File: config.mk
export PLATFORM = sky130hd
export DESIGN_NAME = cpri_txdata_pack
export DESIGN_NICKNAME = d
export VERILOG_FILES = /design/src/rtl/cpri_pkg.sv /design/src/rtl/cpri_gearbox_14to16.sv /design/src/rtl/cpri_txdata_pack.sv
export SDC_FILE = /design/constraint.sdc
export NUM_CORES = 1
export LEC_CHECK = 0
export BUFFER_PORTS_ARGS = -buffer_cell sky130_fd_sc_hd__buf_2
export CORE_AREA = 4 4 102 104
export CTS_CLUSTER_DIAMETER = 60
export DETAILED_ROUTE_END_ITERATION = 10
export DIE_AREA = 0 0 106 108
export GPL_ROUTABILITY_DRIVEN = 0
export PLACE_DENSITY = 0.87
export SLEW_MARGIN = 0
export SYNTH_ARGS = -nofsm -noshare
export SYNTH_HDL_FRONTEND = slang
export SYNTH_SLANG_ARGS = --single-unit
File: constraint.sdc
create_clock -name i_clk -period 3.1 [get_ports i_clk]
set_input_delay 0.31 -clock i_clk [delete_from_list [all_inputs] [get_ports i_clk]]
set_output_delay 0.31 -clock i_clk [all_outputs]
set_load 0.01 [all_outputs]
File: src/rtl/cpri_pkg.sv
// Shared CPRI TX constants, slot classification and the control-word table.
package cpri_pkg;

    localparam int unsigned SEQ_W         = 7;
    localparam int unsigned X_W           = 8;
    localparam int unsigned DATA_W        = 64;
    localparam int unsigned CTRL_W        = 8;
    localparam int unsigned SEQ_MAX       = 95;
    localparam int unsigned SEQ_HDR0      = 4;
    localparam int unsigned SEQ_PAY_FIRST = 6;
    localparam int unsigned SEQ_PAY_LAST  = 89;
    localparam int unsigned X_MAX         = 255;

    localparam logic [DATA_W-1:0] CW_X81  = 64'h5100_0000_0000_0000;
    localparam logic [DATA_W-1:0] CW_X144 = 64'h9000_0000_0000_0000;
    localparam logic [DATA_W-1:0] CW_X145 = 64'h9100_0000_0000_0000;
    localparam logic [DATA_W-1:0] CW_X208 = 64'hD000_0000_0000_0000;
    localparam logic [DATA_W-1:0] CW_X209 = 64'hD100_0000_0000_0000;

    typedef enum logic [1:0] {
        SLOT_CTRL,
        SLOT_ZERO,
        SLOT_HDR,
        SLOT_PAY
    } slot_e;

    typedef struct packed {
        logic [DATA_W-1:0] data;
        logic [SEQ_W-1:0]  seq;
        logic [CTRL_W-1:0] ctrl;
        logic [X_W-1:0]    x;
        logic              underflow;
    } tx_word_t;

    // Content class of the word at a given seq position.
    function automatic slot_e slot_of(input logic [SEQ_W-1:0] seq);
        if (seq <= SEQ_W'(1))                  return SLOT_CTRL;
        else if (seq < SEQ_W'(SEQ_HDR0))       return SLOT_ZERO;
        else if (seq < SEQ_W'(SEQ_PAY_FIRST))  return SLOT_HDR;
        else if (seq <= SEQ_W'(SEQ_PAY_LAST))  return SLOT_PAY;
        else                                   return SLOT_ZERO;
    endfunction

    function automatic logic [DATA_W-1:0] ctrl_word(input logic [X_W-1:0] x);
        case (x)
            X_W'(81):  return CW_X81;
            X_W'(144): return CW_X144;
            X_W'(145): return CW_X145;
            X_W'(208): return CW_X208;
            X_W'(209): return CW_X209;
            default:   return '0;
        endcase
    endfunction

endpackage

File: src/rtl/cpri_gearbox_14to16.sv
// 14-bit to 16-bit gearbox: LSB-first 48-bit bit buffer with fill count and push-ready.
module cpri_gearbox_14to16 #(
    parameter int unsigned SW = 14
) (
    input  logic          i_clk,
    input  logic          reset,
    input  logic          clear,
    input  logic          push_vld,
    input  logic [SW-1:0] push_data,
    input  logic          pop_req,
    output logic          push_rdy_c,
    output logic          pop_ok_c,
    output logic [15:0]   pop_data_c
);

    localparam int unsigned BUF_W  = 48;
    localparam int unsigned POP_W  = 16;
    localparam int unsigned FILL_W = 6;

    logic [BUF_W-1:0]  bit_buf;
    logic [BUF_W-1:0]  merged;
    logic [BUF_W-1:0]  buf_nxt;
    logic [FILL_W-1:0] fill;
    logic [FILL_W-1:0] fill_nxt;
    logic              push;

    // New sample lands above the current fill; a pop drops the 16 oldest bits.
    always_comb begin
        push_rdy_c = (fill <= FILL_W'(BUF_W - SW)) && !clear && !reset;
        push       = push_vld && push_rdy_c;
        pop_ok_c   = pop_req && (fill >= FILL_W'(POP_W));
        pop_data_c = bit_buf[POP_W-1:0];
        merged     = bit_buf;
        fill_nxt   = fill;
        if (push) begin
            merged   = bit_buf | (BUF_W'(push_data) << fill);
            fill_nxt = fill + FILL_W'(SW);
        end
        buf_nxt = merged;
        if (pop_ok_c) begin
            buf_nxt  = merged >> POP_W;
            fill_nxt = fill_nxt - FILL_W'(POP_W);
        end
    end

    always_ff @(posedge i_clk) begin
        if (reset || clear) begin
            bit_buf <= '0;
            fill    <= '0;
        end else begin
            bit_buf <= buf_nxt;
            fill    <= fill_nxt;
        end
    end

endmodule

File: src/rtl/cpri_txdata_pack.sv
// CPRI TX basic-frame word packer: control/header/payload words on a 96-word sequence.
// Define CPRI_TX_CM_EN to send the x-indexed control-word table at seq 0-1.
module cpri_txdata_pack
    import cpri_pkg::*;
#(
    parameter logic [63:0] HDR_WORD = 64'h11114321_11114321,
    parameter int unsigned SW       = 14
) (
    input  logic              i_clk,
    input  logic              reset,
    input  logic              i_hfp,
    input  logic [SW-1:0]     i_iq_sample,
    input  logic              i_iq_vld,
    output logic              o_iq_rdy,
    output logic [63:0]       o_cpri_tx_data,
    output logic [6:0]        o_cpri_tx_seq,
    output logic [7:0]        o_cpri_tx_ctrl,
    output logic [7:0]        o_cpri_tx_x,
    output logic              o_underflow
);

    logic [SEQ_W-1:0] seq_cur, seq_sel, seq_nxt;
    logic [X_W-1:0]   x_cur, x_sel, x_nxt;
    slot_e            slot;
    logic             pop_req;
    logic             pop_ok;
    logic [15:0]      pop_data;
    tx_word_t         word_d, word_q;

    cpri_gearbox_14to16 #(.SW(SW)) u_gearbox (
        .i_clk      (i_clk),
        .reset      (reset),
        .clear      (i_hfp),
        .push_vld   (i_iq_vld),
        .push_data  (i_iq_sample),
        .pop_req    (pop_req),
        .push_rdy_c (o_iq_rdy),
        .pop_ok_c   (pop_ok),
        .pop_data_c (pop_data)
    );

    // seq_cur/x_cur name the word produced at the next edge; i_hfp forces it to 0/0.
    always_comb begin
        seq_sel = seq_cur;
        x_sel   = x_cur;
        if (i_hfp) begin
            seq_sel = '0;
            x_sel   = '0;
        end
        seq_nxt = seq_sel + SEQ_W'(1);
        x_nxt   = x_sel;
        if (seq_sel == SEQ_W'(SEQ_MAX)) begin
            seq_nxt = '0;
            x_nxt   = (x_sel == X_W'(X_MAX)) ? '0 : x_sel + X_W'(1);
        end

        slot    = slot_of(seq_sel);
        pop_req = (slot == SLOT_PAY);

        word_d     = '0;
        word_d.seq = seq_sel;
        word_d.x   = x_sel;
        case (slot)
            SLOT_CTRL: begin
                word_d.ctrl = 8'hFF;
`ifdef CPRI_TX_CM_EN
                word_d.data = ctrl_word(x_sel);
`else
                word_d.data = '0;
`endif
            end
            SLOT_HDR: word_d.data = HDR_WORD;
            SLOT_PAY: begin
                word_d.data      = pop_ok ? {4{pop_data}} : '0;
                word_d.underflow = !pop_ok;
            end
            default: word_d.data = '0;
        endcase
    end

    always_ff @(posedge i_clk) begin
        if (reset) begin
            seq_cur <= '0;
            x_cur   <= '0;
            word_q  <= '0;
        end else begin
            seq_cur <= seq_nxt;
            x_cur   <= x_nxt;
            word_q  <= word_d;
        end
    end

    assign o_cpri_tx_data = word_q.data;
    assign o_cpri_tx_seq  = word_q.seq;
    assign o_cpri_tx_ctrl = word_q.ctrl;
    assign o_cpri_tx_x    = word_q.x;
    assign o_underflow    = word_q.underflow;

endmodule

# Word-level counts from Yosys, hierarchy flattened
# Cells that the tools add are included.
[totals] regBits=157 input_bits=18 out_inout_bits=89 elab_cells=56
[classes] addsub=4 magnitude_cmp=6 eq_ne=4 n_shift=1 n_mux=15 n_bitwise=2 reduce_logical=13
[ops] op="$pmux 64 s2" count=1
[ops] op="$mux 64" count=1
[ops] op="$mux 48" count=1
[ops] op="$or 48x48->48" count=1
[ops] op="$shl 14x6->48" count=1
[ops] op="$mux 32" count=1
[ops] op="$mux 8" count=4
[ops] op="$lt 7x3->1 const B" count=2
[ops] op="$mux 6" count=2
[ops] op="$add 8x1->8 const B" count=1
[ops] op="$eq 8x8->1 const B" count=1
[ops] op="$mux 2" count=4
[ops] op="$add 7x1->7 const B" count=1
[ops] op="$eq 7x7->1 const B" count=1
[ops] op="$le 7x1->1 const B" count=1
[ops] op="$le 7x7->1 const B" count=1
[ops] op="$mux 7" count=1
[ops] op="$add 6x4->6 const B" count=1
[ops] op="$ge 6x5->1 const B" count=1
[ops] op="$le 6x6->1 const B" count=1
[ops] op="$reduce_or 2->1" count=3
[ops] op="$sub 6x5->6 const B" count=1
[ops] op="$eq 2x2->1 const B" count=2
[ops] op="$logic_and 1x1->1" count=4
[ops] op="other kinds (5)" count=7

# Logic depth before layout (Yosys ltp)
[depth] ltp_word=10 ltp_mapped=10 mapped_depth_nobuf=8

# Modules after synthesis
# From an unflattened synthesis, not the netlist that was laid out.
[unflattened] hier_cells=644 area_unflattened_um2=5542.8
[modules_own_cells] mod="cpri_gearbox_14to16" n_inst=1 cells_per_inst=391 area_per_inst_um2=3195.6 seq_area_each_um2=1061.0
[modules_own_cells] mod="cpri_txdata_pack" n_inst=1 cells_per_inst=253 area_per_inst_um2=2347.3 seq_area_each_um2=1061.0

# Worst setup path after synthesis
# OpenSTA, ideal clock, no wires.
[synth_timing] path_type="input port to flip-flop" start="input port i_hfp" end="register word_q, in the netlist o_cpri_tx_data[36]" setup_time_ps=59 arrival_ps=2396 required_time_ps=3041 slack_ps=645 cell_stages=9 path_buffers=3 cell_sequence="clkbuf_1 -> buf_1 -> nand2b_1 -> ha_1 -> a41oi_2 -> a211o_1 -> a2111oi_4 -> buf_4 -> and2_1"
[synth_between] elab_chain_len=10 word_cells_on_any_way=14 classes_between="order compare (4); eq/ne (2); mux (7); reduce/logical (1)"
[synth_rtl] element="start: declaration" line_no="cpri_txdata_pack.sv:11" source="input logic i_hfp,"
[synth_rtl] element="$mux 7 *" line_no="cpri_txdata_pack.sv:46" source="if (i_hfp) begin"
[synth_rtl] element="$le 7x7->1" line_no="cpri_pkg.sv:40" source="else if (seq <= SEQ_W'(SEQ_PAY_LAST)) return SLOT_PAY;"
[synth_rtl] element="$mux 2" line_no="cpri_pkg.sv:40"
[synth_rtl] element="$mux 2" line_no="cpri_pkg.sv:39" source="else if (seq < SEQ_W'(SEQ_PAY_FIRST)) return SLOT_HDR;"
[synth_rtl] element="$mux 2" line_no="cpri_pkg.sv:38" source="else if (seq < SEQ_W'(SEQ_HDR0)) return SLOT_ZERO;"
[synth_rtl] element="$mux 2 *" line_no="cpri_pkg.sv:37" source="if (seq <= SEQ_W'(1)) return SLOT_CTRL;"
[synth_rtl] element="$eq 2x2->1" line_no="cpri_txdata_pack.sv:58, cpri_txdata_pack.sv:63"
[synth_rtl] element="$logic_and 1x1->1" line_no="cpri_gearbox_14to16.sv:31" source="pop_ok_c = pop_req && (fill >= FILL_W'(POP_W));"
[synth_rtl] element="$mux 64" line_no="cpri_txdata_pack.sv:74" source="word_d.data = pop_ok ? {4{pop_data}} : '0;"
[synth_rtl] element="$pmux 64 s2 *" line_no="cpri_txdata_pack.sv:63" source="case (slot)"
[synth_rtl] element="end signal: assignment" line_no="cpri_txdata_pack.sv:89" source="word_q <= word_d;"
[synth_rtl] element="end: declaration" line_no="cpri_txdata_pack.sv:28" source="tx_word_t word_d, word_q;"
# Every way passes the cells marked *; elsewhere a longest branch is shown, timed or not.
# A chain may end at the register's enable or synchronous reset.

# Worst setup path after layout
[layout_timing] start="register seq_cur[6]" end="register u_gearbox.bit_buf[0]"
[layout_between] elab_chain_len=9 word_cells_on_any_way=13 classes_between="order compare (4); eq/ne (1); mux (6); reduce/logical (2)"
[layout_rtl] element="start: declaration" line_no="cpri_txdata_pack.sv:22" source="logic [SEQ_W-1:0] seq_cur, seq_sel, seq_nxt;"
[layout_rtl] element="start signal: assignment" line_no="cpri_txdata_pack.sv:87" source="seq_cur <= seq_nxt;"
[layout_rtl] element="$mux 7 *" line_no="cpri_txdata_pack.sv:46"
[layout_rtl] element="$le 7x7->1" line_no="cpri_pkg.sv:40"
[layout_rtl] element="$mux 2" line_no="cpri_pkg.sv:40"
[layout_rtl] element="$mux 2" line_no="cpri_pkg.sv:39"
[layout_rtl] element="$mux 2" line_no="cpri_pkg.sv:38"
[layout_rtl] element="$mux 2 *" line_no="cpri_pkg.sv:37"
[layout_rtl] element="$eq 2x2->1 *" line_no="cpri_txdata_pack.sv:58" source="pop_req = (slot == SLOT_PAY);"
[layout_rtl] element="$logic_and 1x1->1 *" line_no="cpri_gearbox_14to16.sv:31"
[layout_rtl] element="$mux 32 / $reduce_bool 2->1 (equally long branches)"
[layout_rtl] element="end signal: assignment" line_no="cpri_gearbox_14to16.sv:51" source="bit_buf <= buf_nxt;"
[layout_rtl] element="end: declaration" line_no="cpri_gearbox_14to16.sv:20" source="logic [BUF_W-1:0] bit_buf;"
# Marked as above.

==> impl_metrics.ini <==
[run_status]
status = finished, final reports clean

[power_and_ir_drop]
power.switching_uw = 634
portion_of_total_power_attributed_to_the_clock_network_pct = 35.2
worst_ir_drop_vdd_mv = 0.199
sw_frac_of_total_pct = 26.2
pwr-share-comb_pct = 7.7
sequentialPowerShare_pct = 57.1
p_int_mw = 1.78
pwr_density_cell_mw_per_mm2 = 432
p_leak_nw = 2.39

[cts]
post_cts.resized_instances = 0
clock_sinks = 106
root_buffer = sky130_fd_sc_hd__clkbuf_8
clock_latency_ps = 380
max-clock-path-buffers = 2
tritoncts = done
worst_setup_hold_path_clk_slew_ps = 100
htree_levels = 3
post-cts-setup-buffers = 0
post_cts_hold_buffer_count = 0
cts_buffers = 9

[grt]
pin_count_of_the_biggest_net_entering_global_routing = 30
first_pass_grt_wire_length_mm = 21.3
overall_global_routing_usage_pct = 22.9
grt_overflow_total = 0
antenna_found_initial = 0
grt_pass1_vias = 4343

[worst_setup_path]
cp_data_arrival_time_ps = 3040
crit_required_ps = 3430
timing.reg2reg.worst_path_depth = 6
regToRegSetupSlack_ps = 380
timing.critical_path.to = u_gearbox.bit_buf[0]
worstPathMaxFanout = 19
timing.rr.end = u_gearbox.bit_buf[0]
r2r-start = seq_cur[6]
critPathKind = reg -> reg
worst_setup_path_start_kind = flip-flop
critPathCaptureType = flip-flop
setup_crit_start = seq_cur[6]

[logic_synthesis]
ys_async_sr_fraction_pct = 0
synth_ff_type = sky130_fd_sc_hd__dfxtp_1
syn_nets = 611
synth.ff_latch_count = 106
number_of_enable_type_register_cells_in_the_synthesized_netlist = 0
yosys_warnings = 0
synthCells = 588
post_synth_num_cell_types = 58
post_synth_instance_area_mm2 = 0.00515
post_synth.cell_area_avg_um2 = 8.77
synth_seq_area_share_pct = 41.2

[finish]
proportion_of_layout_cells_with_a_drive_suffix_above_1_pct = 24.0
final_net_count = 651
antenna_cells_inserted = 0
syn_to_final_growth_pct = 8.54

[floorplanning]
area_of_the_placeable_core_mm2 = 0.00955
pin_count = 107
floorplan.die_area_mm2 = 0.0114
rows = 36
die_width_um = 106
floorplan.initialDensity_pct = 54.0
die_height_um = 108

[detailed_routing]
routedWlPerCell_um = 17.3
route.detailed.drc = 0
detail_route.vias_per_cell = 6.10
routed-via-count = 4674
wl_mm = 13.2
drt_iter0_drc = 666
antenna_left = 0
drt_pre_antenna_iters = 6

[sta]
grt_setup_unrepaired = false
layout_min_cycle_time_ps = 2720
final-setup-viol-count = 0
finalWorstSetupSlack_ps = 382
timing.clock.skew_ps = 10.9
maxClockFrequency_mhz = 368
timing.max_slew.rel_slack_pct = 45.0
final_hold_viol_count = 0
final_min_period_over_clock_period_pct = 87.7
number_of_slew_limit_violations_in_the_final_report = 0
totalNegativeSetupSlack_ps = 0
worst_slew_pin_slew_ps = 817

[job]
maxCapViolations = 0

[place]
detailedPlace.worstSlack_ps = 403
dp.final_hpwl_mm = 9.30
port-buffer-count = 106

[min_path]
holdCritPathClass = in -> reg
## state kept, by name, indices dropped and copies added (netlist names), 5 cells and up
name	cells
o_cpri_tx_x	8
u_gearbox.fill	5
o_cpri_tx_seq	7
o_cpri_tx_data	21
x_cur	8
u_gearbox.bit_buf	48
seq_cur	7
## cells in the mapped netlist (all sizes together), types with 4 or more instances
master | number | area (µm²)
a211oi | 15 | 113
a21boi | 4 | 30.0
a21o | 5 | 37.5
a21oi | 33 | 165
a221o | 6 | 60.1
a221oi | 5 | 43.8
a22oi | 4 | 30.0
a311oi | 5 | 43.8
a31oi | 9 | 56.3
and2 | 36 | 225
and3 | 6 | 37.5
buf | 56 | 403
clkbuf | 29 | 109
dfxtp | 106 | 2120
ha | 5 | 62.6
inv | 10 | 37.5
mux2 | 13 | 146
mux2i | 10 | 100
nand2 | 26 | 97.6
nand2b | 4 | 25.0
nand3 | 14 | 70.1
nand3b | 4 | 30.0
nor2 | 70 | 263
nor2b | 7 | 43.8
nor3 | 18 | 95.1
nor4 | 6 | 37.5
o21ai | 17 | 88.8
o22ai | 16 | 100
xnor2 | 7 | 61.3
xor2 | 7 | 61.3
## metrics by stage
| step | hold WS (ps) | power [mW] | instance area, µm² | cells | utilization [%] |
|---|---|---|---|---|---|
| 2_1_floorplan | 421 | 1.53 | 5150 | 588 | - |
| 3_3_place_gp | 434 | 1.58 | 5400 | 750 | 56.6 |
| 3_5_place_dp | 444 | 1.59 | 5400 | 750 | 56.6 |
| 4_1_cts | 198 | 2.41 | 5600 | 766 | 58.6 |
| 5_1_grt | 215 | 2.49 | 5600 | 766 | 58.6 |
| 6_report | 223 | 2.42 | 5600 | 766 | 58.6 |
## layout make-up
| class | instances | area, µm² |
|---|---|---|
| clock inverters | 5 | 43.8 |
| repair buffers | 114 | 591 |
| inverters | 10 | 37.5 |
| clock buffers | 11 | 151 |
| multi-input cells | 387 | 2480 |
| flip-flops and latches | 106 | 2120 |
| fillers | 829 | 3950 |
| well taps | 133 | 166 |
## kinds of logic after synthesis
| logic type | share of synthesized area, % |
|---|---|
| AO/OA/AOI/OAI | 18.7 |
| XOR/XNOR | 2.38 |
| adder cells (fa/ha/maj) | 1.21 |
| buffers and inverters | 10.7 |
| flip-flops | 41.2 |
| multiplexers | 6.09 |
| AND/OR/NAND/NOR | 19.8 |
## how the worst min path moves through the flow
stage	depth (start not counted)	slack, ps	start	to
floorplan	1	420	x_cur[0]	o_cpri_tx_x[0]
global placement	1	430	x_cur[0]	o_cpri_tx_x[0]
detailed placement	1	440	x_cur[0]	o_cpri_tx_x[0]
CTS	2	200	reset	seq_cur[2]
global route	2	210	reset	seq_cur[2]
finish	2	220	reset	seq_cur[2]
## metal layers
metal | wire (µm) | vias to the layer above | global-route usage (%)
li1 | - | 2118 | -
met1 | 5350 | 2143 | 30.1
met4 | 569 | 0 | 10.2
met2 | 5870 | 344 | 37.3
met5 | 0 | - | 0
met3 | 1450 | 69 | 4.00
## cells in the final DEF, fill, tap and decap left out, types with 6 or more instances in the layout
cell                         n
sky130_fd_sc_hd__buf_2     106
sky130_fd_sc_hd__nor4_1      6
sky130_fd_sc_hd__nor3_1     17
sky130_fd_sc_hd__dfxtp_1   106
sky130_fd_sc_hd__nor2_1     70
sky130_fd_sc_hd__nand2_1    26
sky130_fd_sc_hd__a211oi_1   15
sky130_fd_sc_hd__o21ai_0    15
sky130_fd_sc_hd__nor2b_1     7
sky130_fd_sc_hd__and3_1      6
sky130_fd_sc_hd__mux2i_1    10
sky130_fd_sc_hd__nand3_1    14
sky130_fd_sc_hd__xor2_1      7
sky130_fd_sc_hd__buf_4       8
sky130_fd_sc_hd__a21oi_1    33
sky130_fd_sc_hd__and2_1     36
sky130_fd_sc_hd__a31oi_1     9
sky130_fd_sc_hd__a221o_1     6
sky130_fd_sc_hd__clkbuf_8   11
sky130_fd_sc_hd__xnor2_1     7
sky130_fd_sc_hd__mux2_2     13
sky130_fd_sc_hd__inv_1      10
sky130_fd_sc_hd__o22ai_1    16
## critical path: stages (launching register included)
cell,delay [ps]
sky130_fd_sc_hd__dfxtp_1,380
sky130_fd_sc_hd__or4_4,590
sky130_fd_sc_hd__o21ai_2,150
sky130_fd_sc_hd__a41oi_2,180
sky130_fd_sc_hd__a211o_1,370
sky130_fd_sc_hd__a2111oi_4,720
sky130_fd_sc_hd__a221o_1,270
## power by group through the flow
stage	Clock, mW	Combinational, mW	Sequential [mW]
after floorplan	0	0.128	1.41
after global placement	0	0.173	1.41
after detailed placement	0	0.177	1.41
after CTS	0.852	0.179	1.38
after global routing	0.905	0.198	1.38
final	0.851	0.186	1.38
Note: power is estimated with default switching activity, not from simulation.
